<file path="src/rtl/tag_alloc_arbiter_pkg.sv">
// Shared compute-unit package for the tag allocator.
//   NUM_TAGS, NUM_TAG_REQ : default pool size and requester count, also used by the
//                           dispatcher and the tag consumers.
//   tag_t, req_idx_t      : tag and requester index types at those defaults.
package tag_alloc_arbiter_pkg;

  localparam int unsigned NUM_TAGS    = 8;
  localparam int unsigned NUM_TAG_REQ = 4;

  localparam int unsigned TAG_WIDTH = $clog2(NUM_TAGS);
  localparam int unsigned REQ_WIDTH = $clog2(NUM_TAG_REQ);

  typedef logic [TAG_WIDTH-1:0] tag_t;
  typedef logic [REQ_WIDTH-1:0] req_idx_t;

endpackage

</file>
<file path="src/rtl/tag_alloc_arbiter_rr_pick.sv">
// Round-robin first-eligible picker (purely combinational).
//   eligible_i : one bit per requester that may be granted this cycle
//   rr_i       : requester to consider first; search wraps NumReq-1 -> 0
//   gnt_o      : one-hot grant, '0 when nothing is eligible
//   idx_o      : index of the granted requester, '0 when nothing is eligible
module tag_alloc_rr_pick #(
  parameter int unsigned NumReq   = 4,
  parameter int unsigned IdxWidth = (NumReq > 1) ? $clog2(NumReq) : 1
) (
  input  logic [NumReq-1:0]   eligible_i,
  input  logic [IdxWidth-1:0] rr_i,
  output logic [NumReq-1:0]   gnt_o,
  output logic [IdxWidth-1:0] idx_o
);

  logic        found;
  int unsigned cand;

  always_comb begin
    gnt_o = '0;
    idx_o = '0;
    found = 1'b0;
    cand  = 0;
    for (int unsigned k = 0; k < NumReq; k++) begin
      cand = (int'(rr_i) + k) % NumReq;
      if (!found && eligible_i[cand]) begin
        found       = 1'b1;
        gnt_o[cand] = 1'b1;
        idx_o       = IdxWidth'(cand);
      end
    end
  end

endmodule

</file>
<file path="src/rtl/tag_alloc_arbiter.sv">
// Tag pool allocator: shares NumTags in-flight tags between NumReq requesters with
// round-robin arbitration, a per-requester quota and at most one grant per cycle.
// The owner of each tag is recorded so a free (tag only) returns quota to the right requester.
//   clk_i, rst_i  : clock, synchronous active-high reset
//   req_i         : per-requester tag request
//   gnt_o, tag_o  : one-hot grant and granted tag, same cycle as req_i
//   free_valid_i  : return free_tag_i this cycle
//   num_free_o    : free tags in the pool (from registered state)
//   err_o         : one-cycle pulse after an illegal free when TAG_ALLOC_ARBITER_CHECKS_EN
//                   is defined; tied low otherwise
module tag_alloc_arbiter import tag_alloc_arbiter_pkg::*; #(
  parameter int unsigned NumTags   = NUM_TAGS,
  parameter int unsigned NumReq    = NUM_TAG_REQ,
  parameter int unsigned MaxPerReq = 4,
  parameter int unsigned TagWidth  = $clog2(NumTags),
  parameter int unsigned ReqWidth  = $clog2(NumReq)
) (
  input  logic                clk_i,
  input  logic                rst_i,
  input  logic [NumReq-1:0]   req_i,
  output logic [NumReq-1:0]   gnt_o,
  output logic [TagWidth-1:0] tag_o,
  input  logic                free_valid_i,
  input  logic [TagWidth-1:0] free_tag_i,
  output logic [TagWidth:0]   num_free_o,
  output logic                err_o
);

  localparam int unsigned CntWidth = $clog2(MaxPerReq + 1);
  localparam int unsigned NumW     = TagWidth + 1;

  logic [NumTags-1:0]  used_q, used_d;
  logic [ReqWidth-1:0] owner_q [NumTags];
  logic [ReqWidth-1:0] owner_d [NumTags];
  logic [CntWidth-1:0] cnt_q [NumReq];
  logic [CntWidth-1:0] cnt_d [NumReq];
  logic [ReqWidth-1:0] rr_q, rr_d;

  logic [TagWidth-1:0] free_idx;
  logic [NumW-1:0]     used_cnt;
  logic                pool_full;
  logic [NumReq-1:0]   eligible;
  logic [NumReq-1:0]   gnt;
  logic [ReqWidth-1:0] gnt_idx;
  logic                gnt_any;
  logic                free_hit;

  // Lowest-index free tag; scanning downwards lets the lowest index win.
  always_comb begin
    free_idx = '0;
    used_cnt = '0;
    for (int i = NumTags - 1; i >= 0; i--) begin
      if (!used_q[i]) free_idx = TagWidth'(i);
      used_cnt = used_cnt + NumW'(used_q[i]);
    end
  end

  assign pool_full = &used_q;

  always_comb begin
    eligible = '0;
    for (int r = 0; r < NumReq; r++) begin
      eligible[r] = req_i[r] && (cnt_q[r] < CntWidth'(MaxPerReq)) && !pool_full;
    end
  end

  tag_alloc_rr_pick #(
    .NumReq   (NumReq),
    .IdxWidth (ReqWidth)
  ) u_rr_pick (
    .eligible_i (eligible),
    .rr_i       (rr_q),
    .gnt_o      (gnt),
    .idx_o      (gnt_idx)
  );

  assign gnt_any    = |gnt;
  assign gnt_o      = gnt;
  assign tag_o      = gnt_any ? free_idx : '0;
  assign num_free_o = NumW'(NumTags) - used_cnt;
  assign free_hit   = free_valid_i && used_q[free_tag_i];

  // Free is applied before grant so a same-requester grant+free nets to zero. The two tags
  // never collide: the grant picks an unused tag, a legal free names a used one.
  always_comb begin
    used_d  = used_q;
    owner_d = owner_q;
    cnt_d   = cnt_q;
    rr_d    = rr_q;
    if (free_hit) begin
      used_d[free_tag_i]          = 1'b0;
      cnt_d[owner_q[free_tag_i]]  = cnt_d[owner_q[free_tag_i]] - CntWidth'(1);
    end
    if (gnt_any) begin
      used_d[free_idx]  = 1'b1;
      owner_d[free_idx] = gnt_idx;
      cnt_d[gnt_idx]    = cnt_d[gnt_idx] + CntWidth'(1);
      rr_d = (gnt_idx == ReqWidth'(NumReq - 1)) ? '0 : gnt_idx + ReqWidth'(1);
    end
  end

  always_ff @(posedge clk_i) begin
    if (rst_i) begin
      used_q <= '0;
      rr_q   <= '0;
      for (int i = 0; i < NumTags; i++) owner_q[i] <= '0;
      for (int r = 0; r < NumReq; r++) cnt_q[r] <= '0;
    end else begin
      used_q  <= used_d;
      rr_q    <= rr_d;
      owner_q <= owner_d;
      cnt_q   <= cnt_d;
    end
  end

`ifdef TAG_ALLOC_ARBITER_CHECKS_EN
  logic              err_q;
  logic [NumW-1:0]   cnt_sum;
  logic              cnt_ok;

  always_ff @(posedge clk_i) begin
    if (rst_i) err_q <= 1'b0;
    else       err_q <= free_valid_i && !used_q[free_tag_i];
  end

  assign err_o = err_q;

  always_comb begin
    cnt_sum = '0;
    cnt_ok  = 1'b1;
    for (int r = 0; r < NumReq; r++) begin
      cnt_sum = cnt_sum + NumW'(cnt_q[r]);
      if (cnt_q[r] > CntWidth'(MaxPerReq)) cnt_ok = 1'b0;
    end
  end

  a_gnt_onehot: assert property (@(posedge clk_i) disable iff (rst_i) $onehot0(gnt_o));
  a_cnt_sum:    assert property (@(posedge clk_i) disable iff (rst_i) used_cnt == cnt_sum);
  a_cnt_max:    assert property (@(posedge clk_i) disable iff (rst_i) cnt_ok);
`else
  assign err_o = 1'b0;
`endif

endmodule
</file>
<file path="config.mk">
export PLATFORM = sky130hd
export DESIGN_NAME = tag_alloc_arbiter
export DESIGN_NICKNAME = d
export VERILOG_FILES = /design/src/rtl/tag_alloc_arbiter_pkg.sv /design/src/rtl/tag_alloc_arbiter_rr_pick.sv /design/src/rtl/tag_alloc_arbiter.sv
export SDC_FILE = /design/constraint.sdc
export NUM_CORES = 1
export LEC_CHECK = 0
export CAP_MARGIN = 5
export CORE_MARGIN = 1
export CORE_UTILIZATION = 43
export CTS_CLUSTER_DIAMETER = 100
export DETAILED_ROUTE_END_ITERATION = 12
export GPL_ROUTABILITY_DRIVEN = 0
export GPL_TIMING_DRIVEN = 0
export PLACE_DENSITY = 0.68
export SETUP_SLACK_MARGIN = 0.4
export SLEW_MARGIN = 20
export SYNTH_ARGS = -nofsm -noshare
export SYNTH_HDL_FRONTEND = slang
export SYNTH_SLANG_ARGS = --single-unit
</file>
<file path="constraint.sdc">
create_clock -name clk_i -period 6.2 [get_ports clk_i]
set_input_delay 1.86 -clock clk_i [delete_from_list [all_inputs] [get_ports clk_i]]
set_output_delay 1.86 -clock clk_i [all_outputs]
set_load 0.005 [all_outputs]
</file>
==> metrics.yaml, run 1 <==
status: "finished clean"
rsz0062_at_grt: "true"
grt_util_all_layers_pct: 22.0
cts-buffers-inserted: 5
setup_ws_ns: 0.265
drv_cap: 0
slew_violations: 0
r2r_cells: 14
r2r_slack_ns: 2.51
fillers: 664
p_comb_share_pct: 73.0
synth_top_area_share_pct: 24.4
path_cells: "buf_6 > or3b_4 > a221oi_2 > a21oi_2 > mux2i_1 > o221ai_4 > nor4_4 > buf_6 > buf_6 > nor3_2 > buf_2"
hold_viol: 0
critical_path_class: "input port to output pin"
dr.pass1.iters: 5
post-route-drc-count: 0
clkLatencyLatePin_ns: 0.29
ant_nets: 0
drt-met1-wl_um: 3510
endpoint_kind: "output pin"
rows: 30
seq_area_frac_synth_pct: 24.4
holdCritPathClass: "flip-flop to flip-flop"
cts_hold_buf: 0
die_w_um: 87.1
timing.fmax_mhz: 169
netlist_area_um2: 3110
ys_warn_count: 0
netlist_instances: 362
root_buffer: "clkbuf_8"
numPortBuffers: 19
finalSetupViolations: 0
avgSynthCellArea_um2: 8.60
highest_layer: "met4"
synth_enable_flop_cells: 0
initial_core_util_pct: 45.1
start_kind: "input port"
cts_tree: "yes"
wl_met2_um: 4020
netSwitchingPower_uw: 848
via_per_inst: 5.63
pwr-share-clk_pct: 8.8
ys_ff_latch: 38
wirelength_um: 8050
cp.required_ns: 4.34
ctsHtreeMaxLevel: 2
p_int_uw: 1000
fp.dieH_um: 87.1
synth-async-reset-ratio_pct: 0
cp_max_fo: 4
synth_area_leaders: "dfxtp_1, ha_1, mux2i_1"
boundaryPins: 22
core_area_um2: 6910
place_ws_ns: -0.965
grt_pass1_vias: 2670
grt_overflow: 0
finalCritPeriodShare_pct: 95.7
drive_gt1_share_pct: 20.6
leakagePower_uw: 0.00150
grt_max_degree: 12
grt_first_pass_wirelength_um: 12900
hold_ws_ns: 0.457
syn2layout_area_growth_pct: 18.4
ys.flop_type: "dfxtp_1"
post-route-min-period_ns: 5.93
dpl.hpwl_um: 5860
worstHoldStart: "owner_q[6]"
fin_skew_ns: 0.0122
worstReg2RegEnd: "cnt_q[11]"
cts_sinks: 38
critPathMaxStageDelay_ns: 0.39
drtIter0Drc: 181
crit_top_cell: "buf_6"
cpLargestDelayFamily: "simple AND/OR/NAND/NOR gates"
hold_end: "owner_q[6]"
powerDensity_nw_per_um2: 502
pwr-share-seq_pct: 18.2
rr_startpoint: "rr_q[0]"
num_antenna_cells: 0
routedWlPerCell_um: 16.3
sw_frac_of_total_pct: 45.8
cpMaxStageDelayCell: "nor4_4"
vias: 2787
worstMarginPinSlew_ns: 0.713
antenna_found_initial: 0
synth_top_area_cell: "dfxtp_1"
syn_nets: 392
met3WireLength_um: 431
fin_nets: 429
cp.arrival_ns: 4.07
dieArea_um2: 7580
relSlewSlack_pct: 52.3
clock_path_buffers: 2
path_buf_inv: 4
max-vdd-ir-drop_mv: 0.201
ys_types: 70
holdPathStages: 2
clkTransAtPathRegs_ns: 0.08
[repair_timing]
item,CTS,global route
gates resized for setup,44,11
setup buffers,8,3
pin swaps,6,5
setup endpoints to repair,7,7
[cell usage after synthesis (2+ instances only)]
library cell / instances
buf_2: 6
and3_1: 5
mux2_1: 2
a311oi_1: 2
nor2b_1: 10
a21oi_1: 18
a221oi_1: 2
nor3b_1: 4
mux4_2: 6
clkbuf_1: 6
o32ai_1: 3
mux2i_1: 20
o221ai_2: 3
a21o_1: 3
inv_1: 26
nor3_1: 14
o22ai_1: 3
o31ai_1: 5
o21ai_0: 14
nand2b_1: 7
a221o_1: 2
a211oi_1: 3
or3_1: 5
and2_1: 2
nor2_1: 23
dfxtp_1: 38
xnor2_1: 6
nor4_1: 2
nand2_1: 31
ha_1: 16
buf_6: 3
o21a_1: 4
nand3_1: 12
mux2i_2: 2
and2b_1: 2
fa_1: 4
mux2_2: 12
or2b_1: 4
[worst register-to-register path, cell delays in order (launching register included)]
cell and delay (ns):
dfxtp_1 0.38, buf_6 0.16, inv_4 0.08, ha_1 0.45, o21ai_0 0.21, a221o_1 0.37, a221oi_1 0.49, or2_1 0.19
buf_6 0.15, mux2i_1 0.26, mux2_2 0.19, ha_1 0.19, inv_1 0.06, and3_1 0.15, o32ai_1 0.28
[stage by stage]
stage	instances	total power, µW	cell area (µm²)	util [%]	TNS (ns)
floorplan	362	1150	3110	-	0
global placement	477	1450	3420	49.6	-2.65
detailed placement	477	1470	3420	49.6	-2.88
CTS	492	1780	3630	52.5	0
global route	495	1990	3690	53.4	0
finish	495	1850	3690	53.4	0
[flip-flops by register name, indices dropped and copies added (netlist names)]
name     flops
used_q       8
cnt_q       12
owner_q     16
rr_q         2
[layout make-up]
type,instances,area [µm²],area share (%)
repair buffers,30,268,7.26
well taps,96,120,3.26
plain buffers,17,118,3.19
clock inverters,2,10.0,0.271
multi-input cells,279,2230,60.6
inverters,28,108,2.92
clock buffers,5,68.8,1.87
flip-flops and latches,38,761,20.6
[per-layer routing]
| metal | vias up | global-route usage, % |
|---|---|---|
| met3 | 11 | 3.13 |
| met1 | 1300 | 28.2 |
| li1 | 1379 | - |
| met4 | 0 | 6.52 |
| met2 | 97 | 38.1 |
| met5 | - | 0 |
[logic make-up (layout without fill, tap and decap cells)]
logic type / count (synthesis) / count (layout) / share of synthesized area [%]
AND/OR/NAND/NOR: 133 / 133 / 22.7
AO/OA/AOI/OAI: 76 / 76 / 18.2
buffers and inverters: 45 / 82 / 6.63
multiplexers: 43 / 43 / 17.2
flip-flops: 38 / 38 / 24.4
adder cells (fa/ha/maj): 20 / 20 / 9.00
XOR/XNOR: 6 / 6 / 1.69
other: 1 / 1 / 0.120
[cells in the final DEF (no fill, tap or decap), types with 4 or more instances in the layout]
cell,synthesis,layout
a21oi_1,18,18
and3_1,5,5
buf_2,6,7
buf_4,1,11
buf_6,3,10
clkbuf_1,6,6
clkbuf_8,0,5
clkdlybuf4s50_1,0,9
dfxtp_1,38,38
fa_1,4,4
ha_1,16,16
inv_1,26,26
mux2_2,12,12
mux2i_1,20,20
mux4_2,6,6
nand2_1,31,30
nand2b_1,7,7
nand3_1,12,12
nor2_1,23,22
nor2b_1,10,10
nor3_1,14,11
o21a_1,4,4
o21ai_0,14,14
o31ai_1,5,5
or2b_1,4,4
or3_1,5,5
xnor2_1,6,6
[power groups by stage]
stage | clock (µW) | sequential (µW) | combinational [µW]
3_3_place_gp | 0 | 340 | 1110
6_report | 163 | 337 | 1350
3_5_place_dp | 0 | 342 | 1130
4_1_cts | 166 | 336 | 1270
5_1_grt | 173 | 345 | 1470
2_1_floorplan | 0 | 329 | 826
[worst max-delay path by stage]
stage,from,to,cells after the start
2_1_floorplan,req_i[1],tag_o[1],9
6_report,req_i[1],tag_o[1],11
3_5_place_dp,req_i[1],tag_o[1],11
5_1_grt,req_i[3],tag_o[1],11
3_3_place_gp,req_i[1],tag_o[1],11
4_1_cts,req_i[1],tag_o[0],11
Note: power is estimated with default switching activity, not from simulation.
==> run 2: changes to the inputs <==
--- a/config.mk
+++ b/config.mk
@@ -5,6 +5,7 @@
 export SDC_FILE = /design/constraint.sdc
 export NUM_CORES = 1
 export LEC_CHECK = 0
+export ABC_CLOCK_PERIOD_IN_PS = 6200
 export CAP_MARGIN = 5
 export CORE_MARGIN = 1
 export CORE_UTILIZATION = 43
==> results of run 2 <==
The final DEF is identical to that of run 1; final timing and power are the same.
==> patch (settings of run 2) <==
Change the parameter `MaxPerReq` from 4 to 2.
--- a/src/rtl/tag_alloc_arbiter.sv
+++ b/src/rtl/tag_alloc_arbiter.sv
@@ -12,5 +12,5 @@
   parameter int unsigned NumTags   = NUM_TAGS,
   parameter int unsigned NumReq    = NUM_TAG_REQ,
-  parameter int unsigned MaxPerReq = 4,
+  parameter int unsigned MaxPerReq = 2,
   parameter int unsigned TagWidth  = $clog2(NumTags),
   parameter int unsigned ReqWidth  = $clog2(NumReq)
Function: changed (Yosys sat finds a counterexample within 4 cycles, from zero or initial values and one cycle with rst_i high).
==> patch against run 2 <==
  * Die area down 8.6%
  * Setup slack better by 280 ps
  * Wire length fell by 5.6%
  * Synthesized area down 8.8%
  * Clock skew rose by 1.1 ps
  * Cell area shrank 6.8%
  * Sequential cell count fell by 4
  * Register-to-register slack improved by 60 ps
  * Combinational power shrank 14%
  * Power shrank 9.4%
  * Critical path depth stayed put
  * Maximum frequency up 5.0%
  * Critical path type unchanged
  * Largest cell class unchanged
==> patch: results (changes against run 2) <==
CP Max Fanout 4 (unchanged); vias in the first global route 2680 (+0.37%); outcome finished clean; Vias 2764 (-0.83%); Synth Flop Type dfxtp_1; post-synthesis mux area share 16.2% (-1.0 points); initial antenna violation count 0 (unchanged); post-synthesis adder-cell area fraction 8.99% (-0.016 points); Synth cell types 59 (-16%); overall routing resource usage 22.6% (+0.66 points); dpl hpwl 5520 µm (-5.8%); CP max-delay cell mux4_2; asr flop ratio synth 0% (unchanged); Inserted Clock Buffers 5 (unchanged); CP max stage delay 510 ps (+120 ps); HP Class reg -> reg; number of synthesis warnings 0 (unchanged); Slew headroom 44.8% (-7.5 points); Iter 0 DRT Violations 239 (+32%); Largest regs owner_q: 16 flops, cnt_q: 8 flops, used_q: 8 flops; Detailed Routing Iterations Pass 1 7 (+2); Largest Register owner_q; Worst R2R Start rr_q[0]$_SDFFE_PP0P_; Worst Path Arrival 3790 ps (-280 ps); Critical path origin req_i[2]; Antenna Cells 0 (unchanged); Crit path max-delay family buffers and inverters; maximum VDD drop 0.337 mV (+68%); Leakage 1.35 nW (-9.8%); synth top area cells dfxtp_1 24%, mux2i_1 8.1%, mux4_2 6.3%, ha_1 6.2%, nand2_1 4.2%; Post-Synth XOR/XNOR Area 1.23% (-0.45 points); synthesized area per cell 8.33 µm² (-3.1%); H-tree Lvls 2 (unchanged); CTS Buffer Depth 2 (unchanged); nets@finish 409 (-4.7%); port bufs 19 (unchanged); share of layout cells above drive strength 1 17.3% (-3.2 points); DR vias/cell 6.03 (+7.2%); Clk Tree Root Cell clkbuf_8; worst clock skew 13.4 ps (+1.13 ps); global-route wire length before repair 12800 µm (-0.48%); clock slew at reported path FFs 60 ps (-20 ps); Placed Cells 437 (-8.4%); Routed Wire Length 7590 µm (-5.6%); top post-synthesis cells by count 34 x dfxtp_1, 32 x nand2_1, 23 x mux2i_1; syn nets 369 (-5.9%); post-synthesis compound-gate area fraction 23.5% (+5.3 points); HP Start owner_q[8]$_SDFFE_PP0P_; largest net degree at the start of global routing 11 (-1); Seq/Total Area, Yosys 24.0% (-0.47 points); Clk Latency, worst-skew pair 300 ps
-- patch: cell families after synthesis --
group                      Yosys count
buffers and inverters               39
other                                1
adders and majority gates           18
xor gates and xnor gates             4
muxes                               34
and+or+nand+nor                    112
DFF                                 34
AOI/OAI and AO/OA                   99
-- patch: where the power goes --
part	leakage [nW]	internal, mW	switching (mW)
logic	1.01	0.540	0.620
registers	0.276	0.261	0.0500
clock network	0.0573	0.129	0.0794
total	1.35	0.929	0.749
-- patch: worst register-to-register path: cells and delay by family (launching register included) --
kind / cells / cell delay [ps]
AND/OR/NAND/NOR: 2 / 250
flip-flops: 1 / 500
buffers and inverters: 3 / 860
adder cells (fa/ha/maj): 1 / 380
AO/OA/AOI/OAI: 2 / 850
multiplexers: 2 / 710
-- patch: final timing paths --
kind	to	slack, ps	depth (start not counted)
worst max-delay path	tag_o[2]	550	11
worst max register to register	owner_q[4]$_SDFFE_PP0P_	2570	10
worst min-delay path	owner_q[8]$_SDFFE_PP0P_	460	2
worst min register to register	owner_q[8]$_SDFFE_PP0P_	460	2
-- patch: cell type report --
cell class                      count  area [µm²]
Tap cell                           77        96.3
Clock inverter                      1        30.0
Buffer                             18         111
Sequential cell                    34         681
Clock buffer                        6        82.6
Timing Repair Buffer               33         264
Fill cell                         590        2910
Multi-Input combinational cell    268        2090
Inverter                           21        78.8
-- patch: timing repair --
item                       4_1_cts  5_1_grt
setup endpoints to repair        7        3
pin swaps                        8        7
gates resized for setup         44        7
setup buffers                   12        2
-- patch: per-stage QoR --
stage          total power, mW  worst slack (ps)  setup TNS [ps]  instance area (µm²)
2_1_floorplan            0.975               576               0                 2840
3_3_place_gp              1.27              -807           -2270                 3130
3_5_place_dp              1.29              -841           -2340                 3130
4_1_cts                   1.64               422               0                 3440
5_1_grt                   1.81               450               0                 3440
6_report                  1.68               547               0                 3440
-- patch: metal layers --
metal / up-vias / track usage, % / part of all wire (%) / wire length (µm)
met1: 1304 / 29.2 / 46 / 3490
li1: 1351 / - / - / -
met2: 99 / 37.5 / 47 / 3580
met4: 0 / 8.31 / 1.6 / 121
met5: - / 0 / 0 / 0
met3: 10 / 4.37 / 5.3 / 399
